**src/rtl/nfifo_rd_sched.sv**
```systemverilog
// nfifo_rd_sched: round-robin burst read scheduler for the multi-flow NFIFO.
// It tags every word leaving the buffer with its source flow.
module nfifo_rd_sched #(
  parameter int FLOWS = 4,
  parameter int BURST_LEN = 8,
  parameter int READ_LAT = 1,
  localparam int FW = FLOWS > 1 ? $clog2(FLOWS) : 1
) (
  input  logic             CLK,
  input  logic             RESET,
  input  logic [FLOWS-1:0] EMPTY,
  output logic [FW-1:0]    RD_BLK_ADDR,
  output logic             READ,
  output logic             PIPE_EN,
  input  logic             DATA_VLD,
  output logic             OUT_SRC_RDY,
  output logic [FW-1:0]    OUT_FLOW,
  input  logic             OUT_DST_RDY,
  output logic             ACTIVE
);
  localparam int CW = BURST_LEN > 1 ? $clog2(BURST_LEN) : 1;
  localparam logic [FW-1:0] LAST_FLOW = FW'(FLOWS - 1);
  localparam logic [CW-1:0] LAST_CNT = CW'(BURST_LEN - 1);
  typedef enum logic {IDLE, BURST} state_t;
  state_t state, state_nx;
  logic [FW-1:0] rr, rr_nx, sel, sel_nx, pick;
  logic [CW-1:0] cnt, cnt_nx;
  logic [FW:0] idx;
  logic found, done;
  logic [FW-1:0] tag [READ_LAT];
  // first non-empty flow at or after rr, wrapping past FLOWS-1
  always_comb begin
    found = 1'b0;
    pick = '0;
    idx = '0;
    for (int i = 0; i < FLOWS; i++) begin
      idx = {1'b0, rr} + (FW+1)'(i);
      if (idx >= (FW+1)'(FLOWS)) idx = idx - (FW+1)'(FLOWS);
      if (!found && !EMPTY[idx[FW-1:0]]) begin
        found = 1'b1;
        pick = idx[FW-1:0];
      end
    end
  end
  assign PIPE_EN = OUT_DST_RDY & ~RESET;
  assign ACTIVE = state == BURST;
  assign RD_BLK_ADDR = ACTIVE ? sel : '0;
  assign READ = ACTIVE & PIPE_EN & ~EMPTY[sel];
  assign done = (READ & (cnt == LAST_CNT)) | (EMPTY[sel] & ~READ);
  assign OUT_SRC_RDY = DATA_VLD;
  assign OUT_FLOW = tag[READ_LAT-1];
  always_comb begin
    state_nx = state;
    sel_nx = sel;
    cnt_nx = cnt;
    rr_nx = rr;
    if (state == IDLE) begin
      state_nx = found ? BURST : IDLE;
      sel_nx = found ? pick : sel;
      cnt_nx = found ? '0 : cnt;
    end else begin
      cnt_nx = READ ? cnt + 1'b1 : cnt;
      state_nx = done ? IDLE : BURST;
      rr_nx = done ? (sel == LAST_FLOW ? '0 : sel + 1'b1) : rr;
    end
  end
  always_ff @(posedge CLK) begin
    if (RESET) begin
      state <= IDLE;
      rr <= '0;
      sel <= '0;
      cnt <= '0;
    end else begin
      state <= state_nx;
      rr <= rr_nx;
      sel <= sel_nx;
      cnt <= cnt_nx;
    end
  end
  // tags move in lockstep with the buffer's read pipeline
  always_ff @(posedge CLK) begin
    if (RESET) begin
      for (int k = 0; k < READ_LAT; k++) tag[k] <= '0;
    end else if (PIPE_EN) begin
      if (READ) tag[0] <= RD_BLK_ADDR;
      for (int k = 1; k < READ_LAT; k++) tag[k] <= tag[k-1];
    end
  end
endmodule

```
**config.mk**
```make
export PLATFORM = sky130hd
export DESIGN_NAME = nfifo_rd_sched
export DESIGN_NICKNAME = d
export VERILOG_FILES = /design/src/rtl/nfifo_rd_sched.sv
export SDC_FILE = /design/constraint.sdc
export NUM_CORES = 1
export LEC_CHECK = 0
export CAP_MARGIN = 10
export CORE_MARGIN = 5
export CORE_UTILIZATION = 29
export DETAILED_ROUTE_END_ITERATION = 10
export GPL_ROUTABILITY_DRIVEN = 0
export PLACE_DENSITY = 0.53
export SYNTH_ARGS = -nofsm -noshare
export SYNTH_HDL_FRONTEND = slang
export SYNTH_SLANG_ARGS = --single-unit
```
**constraint.sdc**
```tcl
create_clock -name CLK -period 1.8 [get_ports CLK]
set_input_delay 0.36 -clock CLK [delete_from_list [all_inputs] [get_ports CLK]]
set_output_delay 0.36 -clock CLK [all_outputs]
set_load 0.005 [all_outputs]
```
==> flow_metrics.env, run 1 <==
export IMPL_ioPinCount=16
export IMPL_die_w_um=55.7
export IMPL_viasPerCell=4.88
export IMPL_cpPeakStageDelay_ps=550
export IMPL_coreArea_um2=1980
export IMPL_clk_insertion_delay_late_ps=260
export IMPL_grt_max_degree=9
export IMPL_power_density_nw_per_um2=680
export IMPL_cp_endpoint="READ"
export IMPL_fin_crit_ps=1790
export IMPL_cts_buffers_inserted=3
export IMPL_swShare_pct=25.7
export IMPL_pwr_share_clk_pct=32.9
export IMPL_syn_nets=76
export IMPL_skew_ps=0.253
export IMPL_start_util_pct=30.6
export IMPL_nFillCells=205
export IMPL_layout_cells_most_common="buf_4"
export IMPL_area_growth_syn_to_layout_pct=46.5
export IMPL_yosysSeqAreaShare_pct=36.4
export IMPL_synth_top_area_share_pct=26.4
export IMPL_avgSynthCellArea_um2=9.32
export IMPL_r2r_start="sel[0]$_SDFFE_PP0P_"
export IMPL_wl_per_cell_um=11.7
export IMPL_drtIter0Drc=3
export IMPL_postRouteAntennaNets=0
export IMPL_cts_sinks=10
export IMPL_p_leak_nw=0.370
export IMPL_place_port_buffers=13
export IMPL_internal_power_mw=0.448
export IMPL_tightest_slew_ps=448
export IMPL_cp_arrival_ps=1430
export IMPL_path_class="flop to output port"
export IMPL_diodes=0
export IMPL_status="finished, final reports clean"
export IMPL_rsz0062_at_grt="true"
export IMPL_dp_hpwl_um=1130
export IMPL_yosysWarnings=0
export IMPL_pwr_share_comb_pct=24.2
export IMPL_startpoint="sel[0]$_SDFFE_PP0P_"
export IMPL_path_cells="mux4_2 > nor3_4 > buf_2"
export IMPL_cts_root_buffer="clkbuf_4"
export IMPL_synth_seq_cells=10
export IMPL_vias=585
export IMPL_die_height_um=55.7
export IMPL_post_cts_setup_buffer_count=0
export IMPL_power_switching_mw=0.155
export IMPL_required_ps=1440
export IMPL_grt_pass1_wl_um=2420
export IMPL_worst_setup_path_start_kind="flop"
export IMPL_hold_violations=0
export IMPL_antenna_found_initial=0
export IMPL_cp_end_kind="output port"
export IMPL_synth_flop_cell="dfxtp_1"
export IMPL_ff2ff_setup_slack_ps=180
export IMPL_maxCapViolCount=0
export IMPL_drt_pass1_iter_count=4
export IMPL_holdWs_ps=463
export IMPL_crit_slowest_cell="mux4_2"
export IMPL_critPathMaxFanout=3
export IMPL_path_depth=3
export IMPL_wl_um=1410
export IMPL_ys_top_cells_by_area="dfxtp_1 (26%), edfxtp_1 (9.9%), mux2i_1 (6.6%)"
export IMPL_dieArea_um2=3100
export IMPL_track_usage_pct=9.73
export IMPL_maxSlewViolCount=0
export IMPL_placement_rows=16
export IMPL_setup_viol=0
export IMPL_synth_area_um2=606
export IMPL_cts_buffer_depth=2
export IMPL_relSlewSlack_pct=70.1
export IMPL_r2r_end="tag[0][1]$_SDFFCE_PN0P_"
export IMPL_synth_cells=65
export IMPL_min_path_type="flop to flop"
export IMPL_reg2reg_depth=4
export IMPL_cts_tree="done"
export IMPL_async_flop_share_pct=0
export IMPL_layout_common_cells="buf_4 (12), clkdlybuf4s50_1 (7), dfxtp_1 (6)"
export IMPL_synth_distinct_cells=29
export IMPL_peakVddDrop_mv=0.379
export IMPL_path_clk_slew_ps=60
export IMPL_cp_top_family="multiplexers"
export IMPL_synth_edf_count=2
export IMPL_final_core_util_pct=44.8
export IMPL_fmax_ghz=0.558
export IMPL_finalCritPeriodShare_pct=99.6
export IMPL_final_nets=105
export IMPL_grt_ovfl_total=0
export IMPL_p_seq_share_pct=42.9
export IMPL_drive_above_1_share_pct=24.7
export IMPL_h_tree_depth=1
export IMPL_synth_area_leader_cell="dfxtp_1"
export IMPL_grt_pass1_vias=553
export IMPL_drc=0
export IMPL_cp_buffers_inverters=1
[worst min-delay path: cells and delay by family (launching register included)]
kind / cells / cell delay (ps)
AOI/OAI and AO/OA: 1 / 60
buffers and inverters: 1 / 50
DFF: 1 / 310
[cells by family (layout without fill, tap and decap cells)]
family / Yosys count / count (layout) / share of synthesized area (%)
AND/OR/NAND/NOR: 26 / 26 / 25.6
AO/OA/AOI/OAI: 15 / 15 / 17.1
flip-flops: 10 / 10 / 36.4
buffers and inverters: 6 / 34 / 4.34
multiplexers: 5 / 5 / 10.3
adder cells (fa/ha/maj): 3 / 3 / 6.20
[metal layers]
layer	vias up	GRT usage (%)	part of all wire, %
met2	13	15.7	49
met1	276	11.3	45
li1	294	-	-
met3	2	4.64	5.5
met5	-	0	0
met4	0	3.13	0.71
[how the worst min path moves through the flow]
| stage | startpoint | endpoint | slack, ps | cells after the start |
|---|---|---|---|---|
| detailed placement | cnt[1]$_SDFFE_PP0P_ | cnt[1]$_SDFFE_PP0P_ | 460 | 2 |
| CTS | cnt[1]$_SDFFE_PP0P_ | cnt[1]$_SDFFE_PP0P_ | 470 | 2 |
| finish | cnt[1]$_SDFFE_PP0P_ | cnt[1]$_SDFFE_PP0P_ | 460 | 2 |
| global placement | cnt[1]$_SDFFE_PP0P_ | cnt[1]$_SDFFE_PP0P_ | 450 | 2 |
| floorplan | cnt[1]$_SDFFE_PP0P_ | cnt[1]$_SDFFE_PP0P_ | 450 | 2 |
| global route | cnt[2]$_SDFFE_PP0P_ | cnt[2]$_SDFFE_PP0P_ | 500 | 2 |
[layout make-up]
type	instances	area [um^2]	share of cell area [%]
Inverter	4	15.0	1.69
Timing Repair Buffer	26	220	24.8
Sequential cell	10	223	25.1
Multi-Input combinational cell	49	359	40.5
Tap cell	27	33.8	3.81
Clock buffer	4	36.3	4.09
[power groups by stage]
stage / sequential [mW] / combinational [mW] / clock [mW]
after floorplan: 0.263 / 0.0681 / 0
final: 0.259 / 0.146 / 0.199
after global placement: 0.260 / 0.150 / 0
after detailed placement: 0.262 / 0.151 / 0
after CTS: 0.258 / 0.147 / 0.204
after global routing: 0.261 / 0.161 / 0.216
[synthesized netlist by cell type (2+ instances only)]
cell	instances
nor2_1	5
o41ai_1	2
o221ai_1	2
dfxtp_1	8
o21a_1	2
edfxtp_1	2
and2_1	3
a21oi_1	4
mux2i_1	4
nand2_1	5
inv_1	4
nand2b_1	3
nor2b_1	3
ha_1	3
[repair_timing]
item,CTS,global route
endpoints found under the setup margin,6,2
pin swaps,1,0
resized for setup,11,1
hold buffers,0,0
[stage by stage]
stage | cells | total power, mW | setup TNS, ps | cell area [um^2] | worst slack, ps
after floorplan | 65 | 0.331 | 0 | 606 | 104
after global placement | 116 | 0.410 | -1910 | 856 | -602
after detailed placement | 116 | 0.413 | -2120 | 856 | -613
after CTS | 120 | 0.608 | -17.6 | 883 | -17.6
after global routing | 120 | 0.637 | -75.5 | 887 | -75.5
final | 120 | 0.603 | 0 | 887 | 7.16
[registers in the layout (all words and copies together), names as in the netlist]
| name | count |
|---|---|
| ACTIVE | 1 |
| sel | 2 |
| cnt | 3 |
| tag | 2 |
| rr | 2 |
No activity file was read; power rests on OpenSTA's default activity.
==> inputs of run 2 (changes only) <==
--- a/config.mk
+++ b/config.mk
@@ -11,6 +11,7 @@
 export DETAILED_ROUTE_END_ITERATION = 10
 export GPL_ROUTABILITY_DRIVEN = 0
 export PLACE_DENSITY = 0.53
+export SLEW_MARGIN = 15
 export SYNTH_ARGS = -nofsm -noshare
 export SYNTH_HDL_FRONTEND = slang
 export SYNTH_SLANG_ARGS = --single-unit
==> results of run 2 <==
No change in the layout: final DEF, timing and power equal those of run 1.
